**config.mk**
```make
export PLATFORM = sky130hd
export DESIGN_NAME = key_debounce_latch
export DESIGN_NICKNAME = d
export VERILOG_FILES = /design/src/rtl/key_debounce_latch.sv
export SDC_FILE = /design/constraint.sdc
export NUM_CORES = 1
export LEC_CHECK = 0
export BUFFER_PORTS_ARGS = -buffer_cell sky130_fd_sc_hd__buf_2
export CAP_MARGIN = 20
export CORE_ASPECT_RATIO = 1.4
export CORE_MARGIN = 5
export CORE_UTILIZATION = 50
export DETAILED_ROUTE_END_ITERATION = 10
export PLACE_DENSITY = 0.69
export RECOVER_POWER = 50
export SYNTH_ARGS = -nofsm -noshare
export SYNTH_HDL_FRONTEND = slang
export SYNTH_SLANG_ARGS = --single-unit
```
**constraint.sdc**
```tcl
create_clock -name clk -period 4.22 [get_ports clk]
set_input_delay 0.633 -clock clk [delete_from_list [all_inputs] [get_ports clk]]
set_output_delay 0.633 -clock clk [all_outputs]
set_load 0.05 [all_outputs]
```
**src/rtl/key_debounce_latch.sv**
```systemverilog
`default_nettype none
// ====================================================================
// key_debounce_latch : 4-key debouncer with sticky press/overrun flags
// Revision 1.0
// ====================================================================
module key_debounce_latch #(
  parameter int DB_CYCLES = 50000,
  parameter int CNT_W     = 16
) (
  input  logic       clk,
  input  logic       rst_n,
  input  logic [3:0] btn_raw,
  input  logic       clr,
  input  logic [3:0] clr_mask,
  output logic [3:0] porta_out,
  output logic [3:0] level_out,
  output logic [3:0] overrun,
  output logic       any_event
);

  localparam logic [CNT_W-1:0] c_cnt_last = CNT_W'(DB_CYCLES - 1);

  logic [3:0] r_s1;
  logic [3:0] r_s2;

  always_ff @(posedge clk or negedge rst_n) begin
    if (!rst_n) begin
      r_s1 <= '0;
      r_s2 <= '0;
    end else begin
      r_s1 <= btn_raw;
      r_s2 <= r_s1;
    end
  end

  for (genvar gi = 0; gi < 4; gi++) begin : g_key
    logic [CNT_W-1:0] r_cnt;
    logic             r_level;
    logic             r_evt;
    logic             r_ovr;
    logic             w_rise;
    logic             w_clr;

    assign w_rise = r_s2[gi] && !r_level && (r_cnt == c_cnt_last);
    assign w_clr  = clr && clr_mask[gi];

    always_ff @(posedge clk or negedge rst_n) begin
      if (!rst_n) begin
        r_cnt   <= '0;
        r_level <= 1'b0;
        r_evt   <= 1'b0;
        r_ovr   <= 1'b0;
      end else begin
        if (r_s2[gi] == r_level) begin
          r_cnt <= '0;
        end else if (r_cnt == c_cnt_last) begin
          r_level <= r_s2[gi];
          r_cnt   <= '0;
        end else begin
          r_cnt <= r_cnt + CNT_W'(1);
        end

        // A new press beats a simultaneous acknowledge; overrun then holds.
        if (w_rise) begin
          r_evt <= 1'b1;
          if (r_evt && !w_clr) r_ovr <= 1'b1;
        end else if (w_clr) begin
          r_evt <= 1'b0;
          r_ovr <= 1'b0;
        end
      end
    end

    assign level_out[gi] = r_level;
    assign porta_out[gi] = r_evt;
    assign overrun[gi]   = r_ovr;
  end

  assign any_event = |porta_out;

endmodule
`default_nettype wire
```
==> metrics.txt, run 1 <==
Die Wd=85.9 um; Clock power frac=0.391; initial antenna violation count=0; PwrDens=334 nW/um2; met2 wire len=3540 um; worst-margin pin slew=1510 ps; total setup buffers inserted after CTS=0; Leak=1.85 nW; fillers=698; Tightest Hold Check Type=reg -> reg; RSZ-0062 raised after global routing=no; crit path cell chain=clkbuf_1, clkbuf_2; layout cells sized above 1=0.116; maxcap violations=1; Starting Density=0.518; placed cell areas=4130 um2; DR vias/cell=5.35; FF-to-FF path depth=4; Area Growth Syn to Fin=7.22%; Overflow after GRT=0; post-layout util=0.555; flops & latches, synth=84; DR pass1 iterations=4; via count=2785; reg-to-reg slack, setup=2120 ps; Setup CP Type=in -> async; CTS H-Tree Depth=3; final net count=435; sequential share of power=0.573; wl on met1=3120 um; clk root buf=clkbuf_8; status=finished with violations; clock buffer depth=2; Slew Viols, Final=63; Data required, critical path=4420 ps; Syn. warnings=0; Synth cell types=39; highest routing layer actually used=met4; Total GRT Usage=0.160; FFs w/ async S/R, synth=1.00; Logic pwr share=0.037; die footprint=10000 um2; setup TNS=0 ps; Core Area=7800 um2; CP Launch Type=input port; Buffers on Ports=23; cells after synthesis=400; synthesized area=4040 um2; crit path max fanout=63; final WL=7040 um; worst hold path depth=0; CP endpoint kind=async pin; Die Y-Extent=116 um; Worst-path clk slew=80 ps; worst-skew pair later-pin latency=350 ps; Crit path largest cell delay=1250 ps; switching portion of total power=0.225; total CTS buffers=9; post-route cell area=4330 um2; setup violators final=0; Hold Fails Final Rpt=0; commonest non-fill, non-tap cell in the layout=dfrtp_1; antenna fix cells=0; CP Depth=2; GP Congestion=0.835; vias in the first global route=2786; Buf/Inv on CP=2; number of flops mapped to enable cells by yosys=0; io pins=24; Rows=38; Seq/Total Area, Yosys=0.521; Worst path slowest cell=clkbuf_2; synthesized netlist net count=419; Min Clock Period, post-route=2520 ps; hold buffers post-CTS=0; Rel. slew slack=-0.00541; clk sinks=84; Worst EP arrival=2720 ps; initial DRC count=86; Final ANT Viol Nets=0; WL met3=226 um; P_int=1.12 mW; Syn Area/Cell=10.1 um2; Peak Freq=397 MHz; global-route wire length before repair=12600 um; Tcrit/Tclk final=0.598; Main synth FF type=dfrtp_1; HPWL Detailed=4790 um; failing checks=capacitance limit, slew limit; largest net degree at the start of global routing=85; Post-route DRC=0; CTS tree=done; skew final=9.99 ps; drt wl/cell=13.5 um; NetSw=0.325 mW; Worst IR Drop VDD=0.000173 V; highest-count cells in the layout ignoring fill and taps=84 x dfrtp_1, 78 x nor2_1, 46 x xnor2_1; CTS-repair resized insts=0; CP top delay family=buffers and inverters
-- through the flow --
stage / power, mW / hold slack, ps / std cells / worst slack [ps]
finish: 1.45 / 351 / 521 / 1700
global route: 1.52 / 361 / 521 / 1090
CTS: 1.47 / 355 / 520 / 2090
detailed placement: 0.900 / 336 / 504 / 2120
global placement: 0.898 / 332 / 504 / 2180
floorplan: 0.874 / 331 / 400 / 2350
-- cells by family (layout without fill, tap and decap cells) --
logic type | after synthesis | in the layout | share of synthesized area
simple gates | 196 | 196 | 0.249
mux | 4 | 4 | 0.0112
compound gates | 12 | 12 | 0.0192
fa+ha+maj | 8 | 8 | 0.0248
xor+xnor | 54 | 54 | 0.117
buf+inv | 42 | 63 | 0.0577
flops | 84 | 84 | 0.521
-- per-layer routing --
metal	vias to the layer above	global-route usage
li1	1373	-
met1	1358	0.192
met2	43	0.273
met3	11	0.0289
met4	0	0.0834
met5	-	0
-- power by group through the flow --
stage	clock network [mW]	registers [mW]	logic [mW]
after global routing	0.621	0.832	0.0646
after floorplan	0	0.843	0.0315
after detailed placement	0	0.845	0.0549
final	0.565	0.829	0.0528
after global placement	0	0.844	0.0533
after CTS	0.584	0.829	0.0557
-- layout make-up --
type | instances | area, um2 | area share
sequential | 84 | 2100 | 0.486
timing repair buffer | 24 | 119 | 0.0275
multi-input combinational | 274 | 1700 | 0.393
inverter | 23 | 86.3 | 0.0199
clock buffer | 12 | 145 | 0.0335
clock inverter | 4 | 48.8 | 0.0113
tap | 100 | 125 | 0.0289
-- registers in the layout, summed over array words and instances, names as in the netlist --
| signal | flops |
|---|---|
| r_s1 | 4 |
| g_key.r_level | 4 |
| g_key.r_evt | 4 |
| g_key.r_ovr | 4 |
| r_s2 | 4 |
| g_key.r_cnt | 64 |
-- cells in the mapped netlist, types with 2 or more instances --
library cell  number  area share
or2_2              2      0.0031
or4b_1             2      0.0050
inv_1             23       0.021
o211ai_1           2      0.0037
or4_1              2      0.0037
nor4_1            13       0.020
nand4_1           16       0.025
buf_4             13       0.024
buf_6              2      0.0056
nand3_1           21       0.026
nor2_1            78       0.073
ha_1               8       0.025
o21ai_0            2      0.0025
xor2_1             8       0.017
dfrtp_1           84        0.52
nor3_1            14       0.017
or4b_4             2      0.0068
nand2_1           24       0.022
and2_1             2      0.0031
nand4b_1           3      0.0065
a21oi_1            4      0.0050
mux2_2             4       0.011
clkbuf_1           3      0.0028
xnor2_1           46        0.10
nor4bb_1           4      0.0099
nand2b_1           3      0.0047
or2_1              2      0.0031
nor4b_1            2      0.0043
-- path summary, 6_finish.rpt --
path / start / end
min in group asynchronous: rst_n / g_key[2].r_level
hold reg to reg: r_s1[3] / r_s2[3]
setup / recovery: rst_n / g_key[0].r_cnt[10]
hold / removal: r_s1[3] / r_s2[3]
max in group clk: g_key[1].r_evt / any_event
setup reg to reg: g_key[2].r_cnt[12] / g_key[2].r_cnt[12]
Power figures use the tool's default switching activity.
==> inputs of run 2 (changes only) <==
--- a/config.mk
+++ b/config.mk
@@ -11,7 +11,7 @@
 export CORE_MARGIN = 5
 export CORE_UTILIZATION = 50
 export DETAILED_ROUTE_END_ITERATION = 10
-export PLACE_DENSITY = 0.69
+export PLACE_DENSITY = 0.71
 export RECOVER_POWER = 50
 export SYNTH_ARGS = -nofsm -noshare
 export SYNTH_HDL_FRONTEND = slang
==> constraint.sdc (replaced) <==
create_clock -name clk -period 2.2 [get_ports clk]
set_input_delay 0.33 -clock clk [delete_from_list [all_inputs] [get_ports clk]]
set_output_delay 0.33 -clock clk [all_outputs]
set_load 0.05 [all_outputs]
==> metrics.txt, run 2 (synthesized netlist as in run 1, its figures left out) <==
CTS tree=done; crit path cell chain=or4b_1, nor4_2, nor2b_1, mux2_2; CP startpoint=g_key[1].r_cnt[12]; max reg flops=64; worst-skew pair later-pin latency=360 ps; Setup CP Type=reg -> reg; R2R Path End=g_key[1].r_level; reg-to-reg slack, setup=200 ps; Worst-path clk slew=90 ps; Buffers on Ports=23; Tcrit/Tclk final=0.911; CP Launch Type=flop; largest reg by FF count=g_key.r_cnt; Core Area=7800 um2; FF-to-FF path depth=4; Slew Viols, Final=0; GP Congestion=0.837; io pins=24; initial DRC count=136; Min Clock Period, post-route=2000 ps; Die Y-Extent=116 um; Starting Density=0.518; drt wl/cell=13.2 um; Data required, critical path=2450 ps; RSZ-0062 raised after global routing=no; Worst IR Drop VDD=0.000433 V; HPWL Detailed=4900 um; CTS-repair resized insts=0; Crit path largest cell delay=560 ps; CP top delay family=simple AND/OR/NAND/NOR gates; via count=2786; initial antenna violation count=1; commonest non-fill, non-tap cell in the layout=dfrtp_1; die footprint=10000 um2; setup violators final=0; Final Power=2.83 mW; worst hold path depth=1; PwrDens=642 nW/um2; Buf/Inv on CP=0; Worst EP arrival=2250 ps; total CTS buffers=9; skew final=8.73 ps; worst-margin pin slew=1070 ps; largest net degree at the start of global routing=44; Area Growth Syn to Fin=9.39%; Total GRT Usage=0.155; Final ANT Viol Nets=0; Rows=38; Overflow after GRT=0; Rel. slew slack=0.286; hold path startpoint=btn_raw[3]; antenna fix cells=0; DR pass1 iterations=4; global-route wire length before repair=12300 um; clk sinks=84; status=completed; Worst path slowest cell=or4b_1; clock buffer depth=2; Worst Hold End=r_s1[3]; final WL=6970 um; highest-count cells in the layout ignoring fill and taps=84 x dfrtp_1, 78 x nor2_1, 46 x xnor2_1; setup TNS=0 ps; r2r startpoint=g_key[1].r_cnt[12]; Peak Freq=499 MHz; vias in the first global route=2692; Die Wd=85.9 um; Post-route DRC=0; clk root buf=clkbuf_8; final net count=442; Hold Fails Final Rpt=0; Tightest Hold Check Type=in -> reg; CP endpoint kind=flop; layout cells sized above 1=0.136; Leak=1.89 nW; crit path max fanout=4; CTS H-Tree Depth=3; DR vias/cell=5.28; maxcap violations=0; fillers=683
==> run 2: worst max path at each step <==
stage	slack, ps	end	cells past startpoint
global placement	250	g_key[1].r_level	4
floorplan	330	g_key[1].r_level	4
global route	110	g_key[1].r_level	4
detailed placement	230	g_key[1].r_level	4
finish	200	g_key[1].r_level	4
CTS	200	g_key[1].r_level	4
==> run 2: layout make-up <==
cell class	instances	area (um2)	area share
clock buffers	10	138	0.0312
clock inverters	6	72.6	0.0164
inverters	23	86.3	0.0196
multi-input cells	274	1700	0.385
flip-flops and latches	84	2100	0.476
well taps	100	125	0.0283
repair buffers	31	190	0.0431
==> run 2: power breakdown <==
| group | switching, mW | internal [mW] | leakage (nW) | total (mW) |
|---|---|---|---|---|
| Clock | 0.568 | 0.565 | 0.103 | 1.13 |
| Combinational | 0.0716 | 0.0381 | 0.643 | 0.110 |
| Sequential | 0.0226 | 1.57 | 1.15 | 1.59 |
==> run 2: per-layer routing <==
metal / up-vias / part of all wire / track usage
li1: 1378 / - / -
met1: 1344 / 0.45 / 0.193
met2: 47 / 0.48 / 0.252
met5: - / 0.0029 / 0
met3: 15 / 0.049 / 0.0430
met4: 2 / 0.022 / 0.0718
==> run 2: what timing repair did <==
| action | CTS | global route |
|---|---|---|
| hold endpoints to repair | 42 | 0 |
| hold buffers | 1 | 0 |
| setup buffers | 0 | 0 |
==> run 2: metrics by stage <==
stage | hold slack, ps | instance area, um2 | setup WS [ps] | util | std cells
detailed placement | 338 | 4200 | 231 | 0.538 | 511
CTS | 61.2 | 4420 | 195 | 0.567 | 528
floorplan | 34.4 | 4040 | 329 | - | 400
global placement | 333 | 4200 | 247 | 0.538 | 511
global route | 57.5 | 4420 | 110 | 0.566 | 528
finish | 74.5 | 4420 | 195 | 0.566 | 528
==> inputs of run 3 (changes only) <==
--- a/config.mk
+++ b/config.mk
@@ -5,9 +5,9 @@
 export SDC_FILE = /design/constraint.sdc
 export NUM_CORES = 1
 export LEC_CHECK = 0
+export ABC_AREA = 0
 export BUFFER_PORTS_ARGS = -buffer_cell sky130_fd_sc_hd__buf_2
 export CAP_MARGIN = 20
-export CORE_ASPECT_RATIO = 1.4
 export CORE_MARGIN = 5
 export CORE_UTILIZATION = 50
 export DETAILED_ROUTE_END_ITERATION = 10
==> metrics.txt, run 3 (synthesized netlist as in run 1, its figures left out) <==
status=completed; worst-margin pin slew=1210 ps; Hold Fails Final Rpt=0; Worst IR Drop VDD=0.000350 V; Overflow after GRT=0; maxcap violations=0; clock buffer depth=2; setup TNS=0 ps; Final ANT Viol Nets=0; Post-route DRC=0; global-route wire length before repair=12800 um; Leak=1.90 nW; clk sinks=84; Rel. slew slack=0.194; die footprint=9970 um2; antenna fix cells=0; switching portion of total power=0.245; largest net degree at the start of global routing=51; CTS tree=done; io pins=24; NetSw=0.699 mW; post-layout util=0.567; Setup CP Type=reg -> reg; Buffers on Ports=23; via count=2795; final WL=7210 um; initial DRC count=108; Die Wd=99.9 um; vias in the first global route=2748; Core Area=7810 um2; max reg flops=64; crit path cell chain=or4b_1, nor4_2, nor2b_1, mux2_2; skew final=12.2 ps; initial antenna violation count=0; drt wl/cell=13.5 um; GP Congestion=0.824; Tightest Hold Check Type=in -> reg; RSZ-0062 raised after global routing=no; Crit path largest cell delay=550 ps; CTS-repair resized insts=0; Peak Freq=493 MHz; setup violators final=0; CP Launch Type=flop; final net count=446; HPWL Detailed=5040 um; commonest non-fill, non-tap cell in the layout=dfrtp_1; worst-skew pair later-pin latency=360 ps; Min Clock Period, post-route=2030 ps; DR vias/cell=5.23; Tcrit/Tclk final=0.923; Rows=32; highest-count cells in the layout ignoring fill and taps=84 x dfrtp_1, 78 x nor2_1, 46 x xnor2_1; clk root buf=clkbuf_8; Area Growth Syn to Fin=9.58%; hold buffers post-CTS=1; Worst EP arrival=2290 ps; total CTS buffers=9; largest reg by FF count=g_key.r_cnt; Worst path slowest cell=or4b_1; layout cells sized above 1=0.144; Die Y-Extent=99.9 um; Starting Density=0.517; Data required, critical path=2460 ps; sequential share of power=0.558; P_int=2.15 mW; CTS H-Tree Depth=3; DR pass1 iterations=4; PwrDens=644 nW/um2; Slew Viols, Final=0; CP endpoint kind=flop; total setup buffers inserted after CTS=0; crit path max fanout=4; Logic pwr share=0.040; Clock power frac=0.402; Total GRT Usage=0.162; Worst-path clk slew=100 ps
run 3: layout make-up:
class                   count  area [um2]
fillers                   686        3380
flip-flops and latches     84        2100
multi-input cells         274        1700
repair buffers             35         200
well taps                 102         128
clock buffers               9         124
inverters                  23        86.3
clock inverters             7        81.3
run 3: final timing paths:
path | start | end | slack [ps] | depth (start not counted)
min reg2reg | r_s1[1] | r_s2[1] | 360 | 0
max | g_key[1].r_cnt[12] | g_key[1].r_level | 170 | 4
min | btn_raw[0] | r_s1[0] | 70 | 1
max in group asynchronous | rst_n | g_key[0].r_cnt[1] | 470 | 3
max reg2reg | g_key[1].r_cnt[12] | g_key[1].r_level | 170 | 4
min in group asynchronous | rst_n | g_key[2].r_cnt[0] | 750 | 2
run 3: critical path, delay by kind of cell, from the launching register on:
kind             cells  cell delay [ps]
muxes                1              350
and+or+nand+nor      3             1140
DFF                  1              440
run 3: per-stage QoR:
| step | power [mW] | cells | setup slack (ps) | hold slack [ps] | area [um2] |
|---|---|---|---|---|---|
| 2_1_floorplan | 1.68 | 400 | 329 | 34.4 | 4040 |
| 3_3_place_gp | 1.73 | 517 | 249 | 336 | 4220 |
| 3_5_place_dp | 1.74 | 517 | 184 | 343 | 4220 |
| 4_1_cts | 2.90 | 534 | 158 | 56.1 | 4430 |
| 5_1_grt | 2.98 | 534 | 67.6 | 48.5 | 4420 |
| 6_report | 2.85 | 534 | 170 | 74.6 | 4420 |
run 3: layer usage:
layer / global-route usage / part of all wire / wire (um)
met3: 0.0438 / 0.050 / 358
met5: 0 / 0 / 0
met2: 0.249 / 0.45 / 3270
met4: 0.0588 / 0.014 / 99
met1: 0.221 / 0.48 / 3480
run 3: power by group through the flow:
stage | sequential, mW | clock, mW | combinational, mW
after floorplan | 1.62 | 0 | 0.0605
after global placement | 1.62 | 0 | 0.114
after detailed placement | 1.62 | 0 | 0.118
after CTS | 1.59 | 1.19 | 0.120
after global routing | 1.59 | 1.25 | 0.135
final | 1.59 | 1.15 | 0.113
